==> src/rtl/core_pkg.sv <==
// core_pkg: shared state encoding and instruction constants for the core sequencer
package core_pkg;
  typedef enum logic [2:0] {
    IDLE       = 3'd0,
    FETCH_REQ  = 3'd1,
    FETCH_WAIT = 3'd2,
    EXEC       = 3'd3,
    HALT       = 3'd4,
    FAULT      = 3'd5
  } state_t;
  localparam logic [31:0] EBREAK = 32'h0010_0073;
  localparam logic [31:0] NOP    = 32'h0000_0013;
endpackage

==> src/rtl/seq_counter.sv <==
// seq_counter: wrapping up-counter with synchronous clear and enable
module seq_counter #(
  parameter int W = 8
) (
  input  logic         clk,
  input  logic         rst,
  input  logic         clr,
  input  logic         en,
  output logic [W-1:0] q
);
  always_ff @(posedge clk or negedge rst)
    if (!rst) q <= '0;
    else if (clr) q <= '0;
    else if (en) q <= q + 1'b1;
endmodule

==> src/rtl/core_sequencer.sv <==
// core_sequencer: multi-cycle fetch/execute control FSM with fetch timeout and perf counters
module core_sequencer
  import core_pkg::*;
#(
  parameter int TIMEOUT_CYCLES = 255,
  parameter int CNT_W          = 32
) (
  input  logic             clk,
  input  logic             rst,
  input  logic             start,
  output logic             imem_req,
  input  logic             imem_ready,
  input  logic             imem_rvalid,
  input  logic [31:0]      imem_rdata,
  output logic [31:0]      ir,
  input  logic             dec_reg_write,
  output logic             reg_wen,
  output logic             pc_wen,
  output logic [2:0]       state,
  output logic             halted,
  output logic             fault,
  output logic [CNT_W-1:0] cycle_cnt,
  output logic [CNT_W-1:0] instret_cnt
);
  localparam int TO_W = $clog2(TIMEOUT_CYCLES + 1);
  state_t st, nxt;
  logic [TO_W-1:0] to_cnt;
  logic in_fetch, ir_load, limit, is_brk;
  assign in_fetch = (st == FETCH_REQ) || (st == FETCH_WAIT);
  assign ir_load  = ((st == FETCH_REQ) && imem_ready && imem_rvalid) || ((st == FETCH_WAIT) && imem_rvalid);
  // limit marks the last permitted fetch cycle; a load in that cycle still wins
  assign limit    = in_fetch && (to_cnt == TO_W'(TIMEOUT_CYCLES - 1));
  assign is_brk   = ir == EBREAK;
  assign state    = st;
  assign halted   = st == HALT;
  assign fault    = st == FAULT;
  always_ff @(posedge clk or negedge rst)
    if (!rst) begin
      st <= IDLE;
      ir <= NOP;
    end else begin
      st <= nxt;
      if (ir_load) ir <= imem_rdata;
    end
  always_comb begin
    nxt      = st;
    imem_req = 1'b0;
    pc_wen   = 1'b0;
    reg_wen  = 1'b0;
    case (st)
      IDLE:       nxt = start ? FETCH_REQ : IDLE;
      FETCH_REQ: begin
        imem_req = 1'b1;
        nxt = ir_load ? EXEC : limit ? FAULT : imem_ready ? FETCH_WAIT : FETCH_REQ;
      end
      FETCH_WAIT: nxt = ir_load ? EXEC : limit ? FAULT : FETCH_WAIT;
      EXEC: begin
        pc_wen  = !is_brk;
        reg_wen = !is_brk && dec_reg_write;
        nxt     = is_brk ? HALT : FETCH_REQ;
      end
      default:    nxt = st;
    endcase
  end
  seq_counter #(.W(TO_W)) u_timeout (
    .clk(clk), .rst(rst), .clr(!in_fetch), .en(in_fetch), .q(to_cnt)
  );
  seq_counter #(.W(CNT_W)) u_cycle (
    .clk(clk), .rst(rst), .clr(1'b0), .en(in_fetch || st == EXEC), .q(cycle_cnt)
  );
  seq_counter #(.W(CNT_W)) u_instret (
    .clk(clk), .rst(rst), .clr(1'b0), .en(st == EXEC), .q(instret_cnt)
  );
endmodule

==> config.mk <==
export PLATFORM = sky130hd
export DESIGN_NAME = core_sequencer
export DESIGN_NICKNAME = d
export VERILOG_FILES = /design/src/rtl/core_pkg.sv /design/src/rtl/seq_counter.sv /design/src/rtl/core_sequencer.sv
export SDC_FILE = /design/constraint.sdc
export NUM_CORES = 1
export LEC_CHECK = 0
export ABC_AREA = 1
export BUFFER_PORTS_ARGS = -buffer_cell sky130_fd_sc_hd__buf_4
export CORE_MARGIN = 2
export CORE_UTILIZATION = 45
export CTS_CLUSTER_DIAMETER = 40
export CTS_CLUSTER_SIZE = 10
export DETAILED_ROUTE_END_ITERATION = 10
export HOLD_SLACK_MARGIN = 0.05
export PLACE_DENSITY = 0.69
export SYNTH_ARGS = -nofsm -noshare
export SYNTH_HDL_FRONTEND = slang
export SYNTH_SLANG_ARGS = --single-unit
==> constraint.sdc <==
create_clock -name clk -period 2.3 [get_ports clk]
set_input_delay 0.23 -clock clk [delete_from_list [all_inputs] [get_ports clk]]
set_output_delay 0.23 -clock clk [all_outputs]
set_load 0.01 [all_outputs]
==> impl_metrics.tcl, run 1 <==
set metrics [dict create \
    clockBufferDepth 2 \
    vias_per_cell 4.91 \
    dpl-instance-area_um2 6970 \
    crit_chain "nand2_1 -> nor2_1 -> nand2_1 -> nor2_1 -> nand2_1 -> nand2_1 -> nor2_1 -> buf_4" \
    clk_latency_ns 0.35 \
    path_clk_slew_ns 0.07 \
    rsz0062_at_grt "false" \
    num_io_pins 142 \
    start_util 0.456 \
    netlist_instances 707 \
    grt_pass1_vias 4986 \
    routedWlPerCell_um 13.9 \
    nFillCells 1197 \
    fin_crit_sh 0.829 \
    worst_pin_slew_ns 0.664 \
    netSwitchingPower_uw 749 \
    synth_enable_flop_cells 0 \
    htree_levels 3 \
    cp_top_family "simple AND/OR/NAND/NOR gates" \
    path_class "flop to primary output" \
    ys_ff_latch 107 \
    grt_max_degree 47 \
    drive_above_1_share 0.248 \
    fp.dieW_um 117 \
    synth-main-ff-cell "dfrtp_1" \
    internal_power_mw 2.84 \
    max_freq_mhz 525 \
    drv_slew 0 \
    synthDistinctLibCells 41 \
    drt_first_pass_iters 5 \
    antenna_cells 0 \
    die_h_um 117 \
    finalInstanceArea_um2 7300 \
    setup_viol 0 \
    whs_endpoint "ir[6]" \
    synthesis.nets 749 \
    cts_tree "built" \
    pwr-share-comb 0.028 \
    fin_nets 897 \
    r2r-start "state[1]" \
    synth_top_area_share 0.456 \
    syn_area_per_cell_um2 8.07 \
    drv_cap 0 \
    dieArea_um2 13600 \
    antenna_found_initial 0 \
    cts_resized 0 \
    worstSetupEndpointType "primary output" \
    hpwl_um 11200 \
    critPathMaxFanout 3 \
    reg2reg_depth 7 \
    async_reset_ff_frac 1.00 \
    drt_iter0_markers 303 \
    clkPwrFrac 0.448 \
    vdd_drop_max_v 0.000454 \
    hold_depth 3 \
    status "finished clean" \
    postRouteAntennaNets 0 \
    finClkSkew_ns 0.0106 \
    grt_first_pass_wirelength_um 23400 \
    slew_headroom 0.554 \
    cts_buffers 9 \
    yosys.area.top_type "dfrtp_1" \
    synth_warnings 0 \
    synthTopCellsByArea "dfrtp_1 46%, nand2_1 14%, inv_1 6.1%" \
    hold_path.class "input pin to flop" \
    final_common_cell "nand2_1" \
    reg2reg_slack_ns 0.51 \
    tns_ns 0 \
    portBuffers 141 \
    place_congestion 0.862 \
    cts_sinks 107 \
    r2r_end "ir[28]" \
    ys_seq_area_frac 0.470 \
    grtUsageTotal 0.220 \
    powerDensity_nw_per_um2 491 \
    cp.arrival_ns 1.68 \
    vias 5072 \
    crit_top_cell "nand2_1" \
    start_kind "flop" \
    grt_overflow 0 \
    max_stage_delay_ns 0.55 \
    area_growth_pct 27.9 \
    p_sw_frac 0.209 \
    crit_buf_inv 1 \
    final_cell_mix "217 x nand2_1, 143 x buf_4, 104 x dfrtp_1" \
    min_period_ns 1.91 \
    fp-row-count 41 \
    cts-root-buf "clkbuf_16" \
    worstHoldStart "imem_rdata[6]" \
    wirelength_um 14300 \
    drc_errors 0 \
    coreArea_um2 12500 \
    synth_area_um2 5700 \
    hold_viol_final 0 \
    sequentialPowerShare 0.524 \
    p_leak_nw 3.62 \
    crit_required_ns 2.07 \
    cp_slowest_cell "dfstp_2" \
]
==> worst max-delay path by stage <==
stage,end,startpoint,depth (start not counted),slack [ns]
2_1_floorplan,u_instret.q[18],u_instret.q[0],9,0.64
3_3_place_gp,u_cycle.q[26],state[1],9,0.57
3_5_place_dp,u_cycle.q[26],state[1],9,0.52
4_1_cts,reg_wen,ir[4],8,0.37
5_1_grt,pc_wen,ir[4],8,0.26
6_report,reg_wen,ir[4],8,0.39
==> layout make-up <==
cell class / instances / area (um^2) / share of cell area
Clock inverter: 5 / 60.1 / 0.00823
Clock buffer: 11 / 253 / 0.0346
Inverter: 97 / 367 / 0.0502
Multi-Input combinational cell: 494 / 2600 / 0.356
Tap cell: 172 / 215 / 0.0295
Timing Repair Buffer: 146 / 1120 / 0.154
Sequential cell: 107 / 2680 / 0.368
==> layer usage <==
metal | track usage | vias up | routed length (um)
met3 | 0.0529 | 26 | 653
li1 | - | 2505 | -
met2 | 0.379 | 137 | 7190
met5 | 0 | - | 0
met4 | 0.0769 | 0 | 295
met1 | 0.271 | 2404 | 6170
==> through the flow <==
step                hold WS [ns]  total power [mW]  setup WS (ns)  std cells  utilization
global placement           0.276              2.02          0.574       1015        0.557
detailed placement         0.279              2.02          0.515       1015        0.557
CTS                       0.0527              3.64          0.372       1032        0.583
finish                    0.0654              3.59          0.394       1032        0.583
floorplan                -0.0656              1.92          0.640        707            -
global route              0.0675              3.72          0.261       1032        0.583
==> registers in the layout (all words and copies together), names as in the netlist <==
| register | flops |
|---|---|
| ir | 32 |
| state | 3 |
| u_cycle.q | 32 |
| u_instret.q | 32 |
| u_timeout.q | 8 |
==> Yosys cell counts (4+ instances only) <==
cell and instances:
ha_1 4, nor3_1 24, nand2_2 6, nor2_1 66, o21ai_0 15, nand2_1 217, xnor2_1 17, inv_1 92
o21ai_2 6, nand3_2 4, nor2_4 8, dfrtp_1 104, nor2_2 5, inv_2 4, nand3_1 27, a21oi_1 9
xor2_1 28, nand3b_1 6, o21ai_1 11, nand4_1 15
==> worst reg2reg max path: stages, from the launching register on <==
cell	delay, ns
dfrtp_1	0.48
nand3b_2	0.32
nand2_2	0.16
nand2_4	0.09
inv_2	0.25
buf_12	0.24
nand2_1	0.12
o21ai_2	0.06
==> cells by family after synthesis <==
kind of cell / count (synthesis) / share of synthesized area
fa+ha+maj: 4 / 0.00877
flops: 107 / 0.470
compound gates: 48 / 0.0489
buf+inv: 106 / 0.0748
xor+xnor: 45 / 0.0691
simple gates: 397 / 0.328
==> power groups by stage <==
stage,sequential [mW],combinational (mW),clock [mW]
finish,1.88,0.0988,1.61
global route,1.88,0.110,1.73
CTS,1.88,0.102,1.66
detailed placement,1.92,0.100,0
global placement,1.92,0.0993,0
floorplan,1.92,0.00504,0
==> repair_timing <==
action                    in CTS  in global routing
hold buffers                   1                  0
setup buffers                  0                  0
hold endpoints to repair      43                  0
(Power assumes the default switching activity.)
==> inputs of run 2 (changes only) <==
--- a/config.mk
+++ b/config.mk
@@ -5,7 +5,7 @@
 export SDC_FILE = /design/constraint.sdc
 export NUM_CORES = 1
 export LEC_CHECK = 0
-export ABC_AREA = 1
+export ABC_AREA = 0
 export BUFFER_PORTS_ARGS = -buffer_cell sky130_fd_sc_hd__buf_4
 export CORE_MARGIN = 2
 export CORE_UTILIZATION = 45
@@ -13,7 +13,7 @@
 export CTS_CLUSTER_SIZE = 10
 export DETAILED_ROUTE_END_ITERATION = 10
 export HOLD_SLACK_MARGIN = 0.05
-export PLACE_DENSITY = 0.69
+export PLACE_DENSITY = 0.74
 export SYNTH_ARGS = -nofsm -noshare
 export SYNTH_HDL_FRONTEND = slang
 export SYNTH_SLANG_ARGS = --single-unit
==> constraint.sdc (replaced) <==
create_clock -name clk -period 1.6 [get_ports clk]
set_input_delay 0.16 -clock clk [delete_from_list [all_inputs] [get_ports clk]]
set_output_delay 0.16 -clock clk [all_outputs]
set_load 0.01 [all_outputs]
==> run 2 against run 1 <==
Against the previous run:
- the run now ends with setup timing left
- via count fell by 17%
- largest power group is now combinational logic
- synthesized cell count fell by 43%
- critical endpoint unchanged
- sequential power rose by 100%
- first-iteration DRC count fell by 40%
==> impl_metrics.tcl, run 2 <==
set metrics [dict create \
    status "finished, violations left" \
    violations "setup timing" \
    synth_area_um2 4790 \
    grt_pass1_vias 4369 \
    hold_viol_final 0 \
    ys_seq_area_frac 0.559 \
    final_cell_mix "217 x buf_4, 101 x dfrtp_1, 38 x xnor2_1" \
    async_reset_ff_frac 1.00 \
    start_util 0.464 \
    synth_simple_gate_area_frac 0.195 \
    drive_above_1_share 0.530 \
    netSwitchingPower_mw 3.05 \
    drc_errors 0 \
    area_growth_pct 63.9 \
    vias 4233 \
    clk_latency_ns 0.38 \
    htree_levels 3 \
    place_congestion 0.864 \
    fin_crit_sh 1.31 \
    synth_warnings 0 \
    drt_iter0_markers 182 \
    p_leak_nw 3.93 \
    crit_required_ns 1.44 \
    fp.dieW_um 107 \
    pwr-share-comb 0.425 \
    routedWlPerCell_um 18.1 \
    finClkSkew_ns 0.0133 \
    fp-row-count 37 \
    synth_enable_flop_cells 0 \
    dieArea_um2 11500 \
    synthDistinctLibCells 43 \
    grt_overflow 0 \
    clkPwrFrac 0.169 \
    rsz0062_at_grt "true" \
    dpl.cell_count 748 \
    grt_max_degree 38 \
    start_kind "flop" \
    yosysMostFrequentCell "dfrtp_1" \
    max_freq_mhz 479 \
    setup_viol 76 \
    slew_headroom 0.665 \
    synthXorXnorAreaFrac 0.124 \
    synth_top_family_by_area "simple AND/OR/NAND/NOR gates" \
    drv_slew 0 \
    die_h_um 107 \
    antenna_cells 0 \
    cp.arrival_ns 1.93 \
    cts-root-buf "clkbuf_8" \
    internal_power_mw 6.34 \
    cts_sinks 107 \
    synthTopCellsByArea "dfrtp_1 54%, xnor2_1 7.5%, mux2_2 6.8%" \
    synth-compound-area-share 0.0146 \
    ys_ff_latch 107 \
    synth_fa_ha_area_frac 0.0104 \
    vdd_drop_max_v 0.000880 \
    fin_total_pwr_mw 9.39 \
    drv_cap 0 \
    grt_first_pass_wirelength_um 22700 \
    syn_area_per_cell_um2 12.0 \
    dp_slack_ns -0.195 \
    worst_pin_slew_ns 0.503 \
    clockBufferDepth 2 \
    wirelength_um 14900 \
    drt_first_pass_iters 4 \
    portBuffers 141 \
    num_io_pins 142 \
    sequentialPowerShare 0.407 \
    fin_ws_ns -0.489 \
    p_sw_frac 0.325 \
    path_clk_slew_ns 0.11 \
    whs_ns 0.126 \
    postRouteAntennaNets 0 \
    critPathMaxFanout 2 \
    synth_top_area_share 0.543 \
    final_util 0.761 \
    synthesis.nets 443 \
    worstSetupEndpointType "primary output" \
    min_period_ns 2.09 \
    synth_top_cells_by_count "104 x dfrtp_1, 41 x nor2_1, 41 x xnor2_1" \
    fin_nets 724 \
    netlist_instances 401 \
    coreArea_um2 10300 \
    final_common_cell "buf_4" \
    grtUsageTotal 0.255 \
    cts_buffers 9 \
    reg_top3 "ir x32, u_cycle.q x32, u_instret.q x32" \
    powerDensity_nw_per_um2 1190 \
    hold_path.class "input pin to flop" \
    path_class "flop to primary output" \
    hpwl_um 8920 \
    antenna_found_initial 0 \
    synth-main-ff-cell "dfrtp_1" \
    synthMuxAreaShare 0.0799 \
    yosys.area.top_type "dfrtp_1" \
    vias_per_cell 5.14 \
    stdcell_count 823 \
    cts_tree "built" \
]
## run 2: cell count changes after synthesis, sizes merged, moves of 24 or more
| cell | previous run | this run |
|---|---|---|
| inv | 97 | 4 |
| nor3 | 28 | 3 |
| xnor2 | 17 | 41 |
| nand2 | 226 | 34 |
| nor2 | 81 | 41 |
| o21ai | 32 | 0 |
| mux2 | 0 | 34 |
## run 2: stage by stage
step,setup TNS [ns],area (um^2)
2_1_floorplan,-1.99,4960
3_3_place_gp,-3.65,6730
3_5_place_dp,-6.35,6730
4_1_cts,-5.05,7610
5_1_grt,-19.61,7860
6_report,-13.56,7860
## run 2: routing by layer
metal / vias up / track usage / part of all wire
met4: 0 / 0.110 / 0.028
li1: 1944 / - / -
met3: 33 / 0.0365 / 0.039
met1: 2137 / 0.306 / 0.40
met2: 119 / 0.454 / 0.54
met5: - / 0 / 0
## run 2: power groups by stage
| stage | clock, mW | sequential, mW | combinational [mW] |
|---|---|---|---|
| after floorplan | 0 | 3.99 | 1.11 |
| after global placement | 0 | 3.75 | 3.10 |
| after detailed placement | 0 | 3.78 | 3.18 |
| after CTS | 1.58 | 3.77 | 3.56 |
| after global routing | 1.72 | 3.88 | 4.17 |
| final | 1.58 | 3.82 | 3.98 |
## run 2: kinds of logic (layout without fill, tap and decap cells)
kind of cell / Yosys count / count (layout)
AO/OA/AOI/OAI: 9 / 9
XOR/XNOR: 68 / 68
adder cells (fa/ha/maj): 4 / 4
buffers and inverters: 12 / 298
flip-flops: 107 / 107
multiplexers: 34 / 34
AND/OR/NAND/NOR: 167 / 167
## run 2: what timing repair did
action	CTS	global route
pin swaps	34	49
gates resized for setup	45	59
endpoints found under the setup margin	76	90
hold buffers	34	0
endpoints found under the hold margin	67	0
cloned	2	0
setup buffers	15	17
## run 2: path summary, 6_finish.rpt
kind,startpoint,end,slack (ns),cells after the start
min,imem_ready,state[1],0.13,4
min reg2reg,u_instret.q[31],u_instret.q[31],0.49,1
max in group asynchronous,rst,ir[1],0.64,3
min in group asynchronous,rst,ir[13],0.29,2
max,ir[4],reg_wen,-0.49,6
max reg2reg,state[1],ir[5],-0.33,8
## run 2: critical path: stages, from the launching register on
cell,delay (ns)
dfstp_2,0.56
nor4bb_4,0.23
nand4_1,0.22
nor2_2,0.20
nor3_2,0.08
and2_4,0.14
buf_6,0.12
## run 2: area by class of cell
class                   count  area, um^2
multi-input cells         282        2470
flip-flops and latches    107        2690
repair buffers            278        2330
inverters                   4        15.0
clock inverters             4        25.0
clock buffers              12         155
well taps                 136         170
fillers                   619        2460
